<file path="config.mk">
export PLATFORM = sky130hd
export DESIGN_NAME = pifo_cpu_access_ctrl
export DESIGN_NICKNAME = d
export VERILOG_FILES = /design/src/rtl/pifo_cpu_access_ctrl.sv
export SDC_FILE = /design/constraint.sdc
export NUM_CORES = 1
export LEC_CHECK = 0
export CAP_MARGIN = 20
export CORE_MARGIN = 8
export CORE_UTILIZATION = 35
export CTS_CLUSTER_SIZE = 14
export DETAILED_ROUTE_END_ITERATION = 6
export GPL_TIMING_DRIVEN = 0
export PLACE_DENSITY = 0.69
export SLEW_MARGIN = 20
export SYNTH_ARGS = -nofsm -noshare
export SYNTH_HDL_FRONTEND = slang
export SYNTH_SLANG_ARGS = --single-unit
</file>
<file path="constraint.sdc">
create_clock -name clk -period 2 [get_ports clk]
set_clock_uncertainty 0.2 [all_clocks]
set_input_delay 0.3 -clock clk [delete_from_list [all_inputs] [get_ports clk]]
set_output_delay 0.3 -clock clk [all_outputs]
set_load 0.005 [all_outputs]
</file>
<file path="src/rtl/pifo_cpu_access_ctrl.sv">
// pifo_cpu_access_ctrl
// Bridges a host request/response port onto the PIFO calendar CPU access
// strobes. One transaction is outstanding at a time: a request is captured,
// issued to the calendar as a single registered strobe, and then the block
// waits for the matching completion or for a timeout before responding.
//
// Optional feature: define PIFO_CPU_ACCESS_STATS_EN to add saturating 16-bit
// counters of successful reads, successful writes and error responses.
`timescale 1ns/1ps

module pifo_cpu_access_ctrl #(
    parameter int PIFO_CALENDAR_SIZE        = 1024,
    parameter int PIFO_CALENDAR_INDEX_WIDTH = 10,
    parameter int PIFO_ROOT_WIDTH           = 32,
    parameter int TIMEOUT_CYCLES            = 255
) (
    input  logic                                 clk,
    input  logic                                 rstn,

    input  logic                                 host_req_valid,
    output logic                                 host_req_ready,
    input  logic                                 host_req_wr,
    input  logic [PIFO_CALENDAR_INDEX_WIDTH-1:0] host_req_addr,
    input  logic [PIFO_ROOT_WIDTH-1:0]           host_req_wdata,

    output logic                                 host_resp_valid,
    input  logic                                 host_resp_ready,
    output logic [PIFO_ROOT_WIDTH-1:0]           host_resp_rdata,
    output logic                                 host_resp_err,

    output logic                                 cpu_rd_valid,
    output logic [PIFO_CALENDAR_INDEX_WIDTH-1:0] cpu_rd_addr,
    input  logic                                 cpu_rd_result_valid,
    input  logic [PIFO_ROOT_WIDTH-1:0]           cpu_rd_result,

    output logic                                 cpu_wr_valid,
    output logic [PIFO_CALENDAR_INDEX_WIDTH-1:0] cpu_wr_addr,
    output logic [PIFO_ROOT_WIDTH-1:0]           cpu_wr_data,
    input  logic                                 cpu_wr_result_valid
`ifdef PIFO_CPU_ACCESS_STATS_EN
    ,
    output logic [15:0]                          stat_rd_cnt,
    output logic [15:0]                          stat_wr_cnt,
    output logic [15:0]                          stat_err_cnt
`endif
);

    typedef enum logic [1:0] {
        IDLE  = 2'd0,
        ISSUE = 2'd1,
        WAIT  = 2'd2,
        RESP  = 2'd3
    } state_e;

    // Last counter value before the wait is declared timed out.
    localparam logic [7:0] TIMEOUT_LAST = 8'(TIMEOUT_CYCLES - 1);

    state_e                               state_q,   state_d;
    logic                                 reqReady_q, reqReady_d;
    logic                                 reqWr_q,   reqWr_d;
    logic [PIFO_CALENDAR_INDEX_WIDTH-1:0] reqAddr_q, reqAddr_d;
    logic [PIFO_ROOT_WIDTH-1:0]           reqData_q, reqData_d;
    logic [PIFO_ROOT_WIDTH-1:0]           rdata_q,   rdata_d;
    logic                                 err_q,     err_d;
    logic [7:0]                           waitCnt_q, waitCnt_d;
    logic                                 rdValid_q, rdValid_d;
    logic                                 wrValid_q, wrValid_d;

    logic        reqFire;
    logic        addrInRange;
    logic        rdDone;
    logic        wrDone;
    logic [31:0] addrExt;

    // Handshake is qualified by the registered ready, which is low in reset
    // and only high while the FSM sits in IDLE.
    assign reqFire     = host_req_valid & reqReady_q;
    assign addrExt     = 32'(host_req_addr);
    assign addrInRange = (addrExt < 32'(PIFO_CALENDAR_SIZE));

    // Only the completion that matches the outstanding type counts.
    assign rdDone = ~reqWr_q & cpu_rd_result_valid;
    assign wrDone =  reqWr_q & cpu_wr_result_valid;

    // State register together with all captured request/response fields.
    always_ff @(posedge clk or negedge rstn) begin
        if (!rstn) begin
            state_q    <= IDLE;
            reqReady_q <= 1'b0;
            reqWr_q    <= 1'b0;
            reqAddr_q  <= '0;
            reqData_q  <= '0;
            rdata_q    <= '0;
            err_q      <= 1'b0;
            waitCnt_q  <= '0;
            rdValid_q  <= 1'b0;
            wrValid_q  <= 1'b0;
        end else begin
            state_q    <= state_d;
            reqReady_q <= reqReady_d;
            reqWr_q    <= reqWr_d;
            reqAddr_q  <= reqAddr_d;
            reqData_q  <= reqData_d;
            rdata_q    <= rdata_d;
            err_q      <= err_d;
            waitCnt_q  <= waitCnt_d;
            rdValid_q  <= rdValid_d;
            wrValid_q  <= wrValid_d;
        end
    end

    // Next-state logic: capture on handshake, range check, timeout and
    // completion handling. Calendar strobes are computed one cycle early so
    // they come straight out of flops during ISSUE.
    always_comb begin
        state_d   = state_q;
        reqWr_d   = reqWr_q;
        reqAddr_d = reqAddr_q;
        reqData_d = reqData_q;
        rdata_d   = rdata_q;
        err_d     = err_q;
        waitCnt_d = waitCnt_q;
        rdValid_d = 1'b0;
        wrValid_d = 1'b0;

        case (state_q)
            IDLE: begin
                if (reqFire) begin
                    reqWr_d   = host_req_wr;
                    reqAddr_d = host_req_addr;
                    reqData_d = host_req_wdata;
                    if (addrInRange) begin
                        state_d   = ISSUE;
                        rdValid_d = ~host_req_wr;
                        wrValid_d =  host_req_wr;
                    end else begin
                        state_d = RESP;
                        rdata_d = '0;
                        err_d   = 1'b1;
                    end
                end
            end
            ISSUE: begin
                state_d   = WAIT;
                waitCnt_d = '0;
            end
            WAIT: begin
                if (rdDone) begin
                    state_d = RESP;
                    rdata_d = cpu_rd_result;
                    err_d   = 1'b0;
                end else if (wrDone) begin
                    state_d = RESP;
                    rdata_d = '0;
                    err_d   = 1'b0;
                end else if (waitCnt_q == TIMEOUT_LAST) begin
                    state_d   = RESP;
                    rdata_d   = '0;
                    err_d     = 1'b1;
                    waitCnt_d = waitCnt_q + 8'd1;
                end else begin
                    waitCnt_d = waitCnt_q + 8'd1;
                end
            end
            RESP: begin
                if (host_resp_ready) begin
                    state_d = IDLE;
                end
            end
            default: begin
                state_d = IDLE;
            end
        endcase

        reqReady_d = (state_d == IDLE);
    end

    // Output decode: everything is driven from registers.
    always_comb begin
        host_req_ready  = reqReady_q;
        host_resp_valid = (state_q == RESP);
        host_resp_rdata = rdata_q;
        host_resp_err   = err_q;
        cpu_rd_valid    = rdValid_q;
        cpu_rd_addr     = reqAddr_q;
        cpu_wr_valid    = wrValid_q;
        cpu_wr_addr     = reqAddr_q;
        cpu_wr_data     = reqData_q;
    end

`ifdef PIFO_CPU_ACCESS_STATS_EN
    logic [15:0] statRd_q, statWr_q, statErr_q;
    logic        incRd, incWr, incErr;

    // Classify each entry into RESP as a good read, good write or error.
    always_comb begin
        incRd  = (state_q == WAIT) && (state_d == RESP) && !err_d && !reqWr_q;
        incWr  = (state_q == WAIT) && (state_d == RESP) && !err_d &&  reqWr_q;
        incErr = (state_q != RESP) && (state_d == RESP) &&  err_d;
    end

    // Saturating statistics counters.
    always_ff @(posedge clk or negedge rstn) begin
        if (!rstn) begin
            statRd_q  <= '0;
            statWr_q  <= '0;
            statErr_q <= '0;
        end else begin
            if (incRd && (statRd_q != 16'hFFFF)) begin
                statRd_q <= statRd_q + 16'd1;
            end
            if (incWr && (statWr_q != 16'hFFFF)) begin
                statWr_q <= statWr_q + 16'd1;
            end
            if (incErr && (statErr_q != 16'hFFFF)) begin
                statErr_q <= statErr_q + 16'd1;
            end
        end
    end

    assign stat_rd_cnt  = statRd_q;
    assign stat_wr_cnt  = statWr_q;
    assign stat_err_cnt = statErr_q;
`else
    // Statistics counters are not built in this configuration.
`endif

endmodule

</file>
Word level (Yosys, flattened, before mapping)
Cells that the tools add are included.
- output and inout port bits: 89
- input bits: 81
- flip-flop bits (word level): 89
- logic and storage cells: 61
- bitwise gates (word level): 5
- magnitude comparators: 1
- reduce and logical (&&, ||, !) cells: 7
- eq/ne operators: 9
- $add $sub $neg: 1
- muxes and demuxes: 28
- operators by type and width (cell ; number):
    $mux 32 ; 5
    $pmux 32 s2 ; 1
    $mux 8 ; 2
    $pmux 8 s2 ; 1
    $mux 2 ; 6
    $lt 10x11->1 const B ; 1
    $mux 1 ; 11
    $add 8x1->8 const B ; 1
    $eq 8x8->1 const B ; 1
    $ne 2x2->1 const B ; 4
    $pmux 2 s4 ; 1
    $eq 2x2->1 const B ; 2
    $logic_not 2->1 ; 2
    $ne 4x4->1 const B ; 1
    $reduce_and 4->1 ; 1
    $reduce_bool 2->1 ; 2
    $and 1x1->1 ; 3
    $reduce_and 3->1 ; 1
    $eq 2x1->1 const B ; 1
    $not 1->1 ; 2
    $pmux 1 s2 ; 1
    $reduce_and 2->1 ; 1

Longest topological paths before layout
Gate-level depths: netlist (run 1).
- depth in word-level cells: 6
- gate-level depth with buffers: 6
- gate-level depth less buffers: 5

Worst setup path after synthesis (run 1)
No wires, ideal clock.
- kind: flip-flop to flip-flop
- start: register state_q[1]
- end: register reqAddr_q[0], in the netlist cpu_rd_addr[0]
- setup slack: 0.297 ns
- data arrival time: 1.379 ns
- clock period less this slack: 1.703 ns
- data required time: 1.675 ns
- path buffers: 2
- library setup time: 0.125 ns
- cell stages (with the launch flop): 6
- cells stage by stage: dfrtp_1 > nor2_1 > and3_1 > buf_6 > buf_6 > mux2_2
- cells in the longest elaborated chain, start to end: 2
- ends and longest elaborated chain (what ; line ; RTL):
    start: declaration ; 58 ; state_e state_q, state_d;
    start signal: assignment ; 99 ; state_q <= state_d;
    $logic_not 2->1 ; 126 ; case (state_q)
    $reduce_and 2->1 (no line) ; -- ;
    end signal: assignment ; 102 ; reqAddr_q <= reqAddr_d;
    end: declaration ; 61 ; logic [PIFO_CALENDAR_INDEX_WIDTH-1:0] reqAddr_q, reqAddr_d;
Every way passes these cells.
A chain may end at the register's enable or synchronous reset.

Final worst setup path (run 1)
- start: register state_q[1]
- end: register reqData_q[5], in the netlist cpu_wr_data[5]
- cells in the longest elaborated chain, start to end: 2
- ends and longest elaborated chain (what ; line ; RTL):
    $logic_not 2->1 ; 126 ;
    $reduce_and 2->1 (no line) ; -- ;
    end signal: assignment ; 103 ; reqData_q <= reqData_d;
    end: declaration ; 62 ; logic [PIFO_ROOT_WIDTH-1:0] reqData_q, reqData_d;
Every way passes these cells.

==> flow_summary.toml, run 1 <==
[pwr]
p_total_mw = 8.61
power.leakage_nw = 2.47
power_frac_clock_pct = 12.4
power_switching_mw = 2.61
p_comb_share_pct = 49.7
swShare_pct = 30.4
peakVddDrop_uv = 617
power.density_mw_per_mm2 = 1460
pwr-share-seq_pct = 37.9
intPower_mw = 5.99

[worst_setup_path]
cp.required_ps = 2030
crit_chain = "buf_4 > nor2_2 > and3_1 > buf_6 > buf_6 > mux2_2"
worst-path-stages = 6
startpoint_type = "flip-flop"
crit_buf_inv = 3
crit_path_end_kind = "flip-flop"
rr_startpoint = "state_q[1]$_DFF_PN0_"
critical_path_class = "flip-flop to flip-flop"
crit_fanout = 10
critical-path-slowest-cell = "dfrtp_2"
cpPeakStageDelay_ps = 410
worstRegToRegCells = 6
timing.rr.end = "cpu_wr_data[5]$_DFFE_PN0P_"
arrival_ps = 1910
worst_path_dominant_cell_family = "buffers and inverters"
rrSetupSlack_ps = 120
crit_top_cell = "buf_6"

[yosys]
synth_edf_count = 0
yosys_warnings = 0
ys_top_cells_by_area = "dfrtp_1 (58%), mux2_2 (12%), a221o_1 (8.4%), and2_1 (5.4%), buf_4 (2.0%)"
yosys-top-cells-count = "dfrtp_1 (89), mux2_2 (41), and2_1 (33)"
synth_cell_types = 41
yosys.area.top_type = "dfrtp_1"
avgSynthCellArea_um2 = 13.5
yosys_register_bits = 89
syn_nets = 365
ys_seq_area_share_pct = 58.3
yosysMostFrequentCell = "dfrtp_1"
synthCells = 282
async_flop_share_pct = 100
synth_top_area_share_pct = 58.3
synth_top_flop_cell = "dfrtp_1"
netlist_area_mm2 = 0.00382

[floorplanning]
io_pins = 170
row_count = 38
design.core.area_mm2 = 0.0107
die_h_um = 120
initial_utilization_pct = 35.5
die-area_mm2 = 0.0145
die_x_um = 120

[sta]
worst_slew_pin_slew_ps = 379
min_period_over_period_pct = 93.8
hold_viol_final = 0
setup_violations = 0
timing.fmax_mhz = 533
rsz0062_at_grt = "false"
post-route-min-period_ps = 1880
max-slew-margin-rel_pct = 74.5
whs_ps = 125
setup_tns_ps = 0
drv_slew = 0
worst_slack_ps = 124

[global_route]
top_usage_layer = "met2"
grt_max_degree = 81
grt_pass1_vias = 3209
gr-usage-met3_pct = 4.52
grt_usage_pct = 14.4
grt_pass1_wl_mm = 16.7
grt_remaining_overflow = 0
antenna_found_initial = 0
use_met2_pct = 24.1
met1_usage_pct = 16.6

[finish]
fin_nets = 548
drive_gt1_share_pct = 18.3
area_delta_synth_final_pct = 54.7
diodes = 0
finalNonFillerCells = 610

[clock_network]
cts.clk_slew.worst_paths_ps = 90
clock_sinks = 89
cts.path.max_buffers = 2
cts_tree = "built"
insertion_delay_ps = 350
clockRootBuffer = "clkbuf_8"
cts_buffers = 9
h-tree-depth = 3

[placement]
dp_hpwl_mm = 7.80
placedCellCount = 592
portBuffers = 169
gp_congestion = 0.782
dp_slack_ps = -53.6

[outcome]
status = "finished, final reports clean"

[drt]
drt_iter0_drc = 132
num_vias = 2973
ant_nets = 0
routed_via_density = 4.87
drt-total-wl_mm = 10.3
drt_pass1_iterations = 7
drc = 0
wl_per_cell_um = 16.9

[hold_path]
hold_class = "input port to asynchronous set/reset pin"

[job]
maxCapViolations = 0
## power groups by stage
stage / Clock [mW] / Combinational [mW] / Sequential (mW)
after CTS: 1.10 / 4.36 / 3.27
after floorplan: 0 / 1.82 / 3.29
after detailed placement: 0 / 4.32 / 3.30
after global routing: 1.19 / 4.66 / 3.40
after global placement: 0 / 4.25 / 3.26
final: 1.07 / 4.28 / 3.26
## worst max path at each step
stage                              start                              to
floorplan           state_q[1]$_DFF_PN0_      cpu_rd_addr[0]$_DFFE_PN0P_
global placement                    rstn  host_resp_rdata[8]$_DFFE_PN0P_
detailed placement   cpu_rd_result_valid            state_q[0]$_DFF_PN0_
CTS                 state_q[1]$_DFF_PN0_      cpu_wr_data[5]$_DFFE_PN0P_
global route        state_q[1]$_DFF_PN0_      cpu_wr_data[5]$_DFFE_PN0P_
finish              state_q[1]$_DFF_PN0_      cpu_wr_data[5]$_DFFE_PN0P_
## state kept, by name, indices dropped and copies added, names as in the netlist
signal,cells
cpu_rd_valid,1
host_resp_err,1
cpu_wr_data,32
state_q,2
cpu_wr_valid,1
host_resp_rdata,32
host_req_ready,1
reqWr_q,1
cpu_rd_addr,10
waitCnt_q,8
## layout make-up
cell class / count / area [um^2]
Buffer: 27 / 195
Clock buffer: 13 / 139
Clock inverter: 3 / 17.5
Fill cell: 956 / 4840
Inverter: 4 / 15.0
Multi-Input combinational cell: 162 / 1400
Sequential cell: 89 / 2230
Tap cell: 140 / 175
Timing Repair Buffer: 172 / 1740
## cells by family (layout without fill, tap and decap cells)
logic type / count (synthesis) / count (layout) / share of synthesized area [%]
flops: 89 / 89 / 58.3
fa+ha+maj: 2 / 2 / 0.655
compound gates: 50 / 50 / 11.9
buf+inv: 31 / 219 / 5.27
mux: 46 / 46 / 13.6
simple gates: 64 / 64 / 10.3
## metal layers
| layer | vias to the layer above | wire length [um] |
|---|---|---|
| met1 | 1477 | 4200 |
| li1 | 1395 | - |
| met4 | 0 | 135 |
| met3 | 8 | 709 |
| met2 | 93 | 5250 |
| met5 | - | 0 |
## metrics by stage
stage	utilization (%)	cell area, um^2
3_3_place_gp	52.9	5690
4_1_cts	54.9	5890
2_1_floorplan	-	3820
6_report	55.0	5910
5_1_grt	55.0	5910
3_5_place_dp	53.2	5710
## cell usage in the layout, fill, tap and decap left out, types with 2 or more instances in the layout
cell,n
or4_1,2
clkbuf_8,9
clkbuf_1,7
buf_4,12
o21ai_0,2
buf_6,6
dfrtp_1,88
mux2i_1,2
mux2_2,41
nor2_1,3
mux2_1,2
buf_2,6
nand4_1,2
a221o_1,32
clkinv_2,2
a21oi_1,2
nand3b_1,2
inv_1,4
and3_1,2
nand2b_1,4
clkdlybuf4s50_1,167
clkbuf_4,2
and2_1,33
nand2_1,6
ha_1,2
nand3_1,3
o311ai_0,2
nor4_1,2
## timing repair
action                                 in CTS  in global routing
hold buffers                                1                  0
endpoints found under the hold margin      89                  0
pin swaps                                   0                  0
buffers inserted                            1                  0
gates resized for setup                     5                  3
setup endpoints to repair                   1                 41
Power figures use the tool's default switching activity.
==> run 2: changes to the inputs <==
--- a/config.mk
+++ b/config.mk
@@ -10,8 +10,8 @@
 export CORE_UTILIZATION = 35
 export CTS_CLUSTER_SIZE = 14
 export DETAILED_ROUTE_END_ITERATION = 6
+export DONT_BUFFER_PORTS = 1
 export GPL_TIMING_DRIVEN = 0
-export PLACE_DENSITY = 0.69
 export SLEW_MARGIN = 20
 export SYNTH_ARGS = -nofsm -noshare
 export SYNTH_HDL_FRONTEND = slang
==> flow_summary.toml, run 2 (synthesis gave the netlist of run 1 again) <==
[worst_setup_path]
critical_path_class = "flip-flop to flip-flop"
rr_startpoint = "waitCnt_q[0]$_DFFE_PN0P_"
crit_fanout = 10
timing.rr.end = "host_resp_rdata[21]$_DFFE_PN0P_"
rrSetupSlack_ps = 130
worstRegToRegCells = 6
arrival_ps = 1910
startpoint_type = "flip-flop"
cp.required_ps = 2040
crit_path_end_kind = "flip-flop"

[finish]
finalNonFillerCells = 516
final_common_cell = "dfrtp_1"
diodes = 0
area_delta_synth_final_pct = 30.5
final_cell_area_mm2 = 0.00498
fin_nets = 454
mostFrequentLayoutCells = "dfrtp_1 (89), dlygate4sd3_1 (78), mux2_2 (41)"
finish.utilization_pct = 46.4
fill_cells = 971
drive_gt1_share_pct = 22.6

[global_route]
grt_usage_pct = 13.7
grt_max_degree = 90
grt_remaining_overflow = 0
antenna_found_initial = 0
grt_pass1_vias = 2882
grt_pass1_wl_mm = 15.8

[placement]
dp_slack_ps = 96.1
gp_congestion = 0.757
portBuffers = 0
place_area_mm2 = 0.00399
placedCellCount = 422
dp_hpwl_mm = 6.63

[sta]
hold_viol_final = 89
setup_violations = 0
timing.fmax_mhz = 535
drv_slew = 0
setup_tns_ps = 0
whs_ps = -568
post-route-min-period_ps = 1870
rsz0062_at_grt = "false"
min_period_over_period_pct = 93.5
worst_slack_ps = 130
max-slew-margin-rel_pct = 73.5
worst_slew_pin_slew_ps = 397

[floorplanning]
design.core.area_mm2 = 0.0107
io_pins = 170
initial_utilization_pct = 35.5
die_h_um = 120
die_x_um = 120
row_count = 38
die-area_mm2 = 0.0145

[outcome]
status = "finished, violations left"
violations = "hold timing"

[clock_network]
postCtsHoldBufs = 78
insertion_delay_ps = 350
cts.clk_slew.worst_paths_ps = 90
clockRootBuffer = "clkbuf_8"
cts_buffers = 9
h-tree-depth = 3
cts_tree = "built"
clock_sinks = 89
cts.path.max_buffers = 2

[drt]
routed_via_density = 5.08
wl_per_cell_um = 19.1
drc = 0
drt_pass1_iterations = 4
num_vias = 2621
drt-total-wl_mm = 9.85
drt_iter0_drc = 90
ant_nets = 0

[pwr]
intPower_mw = 4.62
p_comb_share_pct = 32.3
p_total_mw = 7.08
power_frac_clock_pct = 17.6
power_switching_mw = 2.46
power.leakage_nw = 2.13
swShare_pct = 34.8
power.density_mw_per_mm2 = 1420
pwr-share-seq_pct = 50.2
peakVddDrop_uv = 574

[job]
maxCapViolations = 0

[hold_path]
hold_class = "input port to asynchronous set/reset pin"
[run 2: cell types whose count changed in the layout (fill, tap and decap cells not counted), sizes merged]
cell	before	now
clkdlybuf4s50	167	0
dlygate4sd3	1	78
buf	25	22
clkbuf	18	15
clkinvlp	1	3
bufinv	0	1
clkinv	2	1
dlygate4sd2	1	0
inv	4	5
[run 2: what timing repair did]
item                                    in CTS  in global routing
endpoints found under the setup margin       0                  6
setup buffers                                0                  0
endpoints found under the hold margin      169                 89
resized for setup                            0                  5
[run 2: worst max path at each step]
stage,startpoint,endpoint,slack [ps],cells past startpoint
global placement,waitCnt_q[0]$_DFFE_PN0P_,state_q[0]$_DFF_PN0_,120,6
global route,state_q[0]$_DFF_PN0_,host_resp_rdata[13]$_DFFE_PN0P_,20,5
detailed placement,waitCnt_q[0]$_DFFE_PN0P_,state_q[0]$_DFF_PN0_,100,6
floorplan,state_q[1]$_DFF_PN0_,cpu_rd_addr[0]$_DFFE_PN0P_,300,5
CTS,state_q[1]$_DFF_PN0_,host_resp_valid,10,3
finish,waitCnt_q[0]$_DFFE_PN0P_,host_resp_rdata[21]$_DFFE_PN0P_,130,6
[run 2: critical path, cell delays in order, from the launching register on]
cell and delay, ps:
dfrtp_1 430, inv_1 100, ha_1 150, and3_1 230, a21oi_4 100, buf_2 200
a221o_1 360
[run 2: layout make-up]
class,instances,area (um^2),area share [%]
inverters,4,15.0,0.301
repair buffers,78,781,15.7
clock inverters,6,66.3,1.33
multi-input cells,162,1400,28.1
clock buffers,10,128,2.56
plain buffers,27,190,3.82
flip-flops and latches,89,2230,44.7
well taps,140,175,3.52
[run 2: power groups by stage]
stage | Clock, mW | Sequential [mW] | Combinational (mW)
floorplan | 0 | 3.29 | 1.82
global placement | 0 | 3.56 | 2.07
detailed placement | 0 | 3.58 | 2.16
CTS | 1.31 | 3.56 | 2.27
global route | 1.37 | 3.69 | 2.51
finish | 1.24 | 3.55 | 2.29
[run 2: layer usage]
layer | part of all wire (%) | global-route usage, % | vias up | wire, um
li1 | - | - | 1209 | -
met2 | 55 | 24.7 | 85 | 5450
met3 | 6.7 | 4.24 | 6 | 656
met4 | 1.1 | 5.62 | 0 | 112
met1 | 37 | 14.6 | 1321 | 3640
met5 | 0 | 0 | - | 0
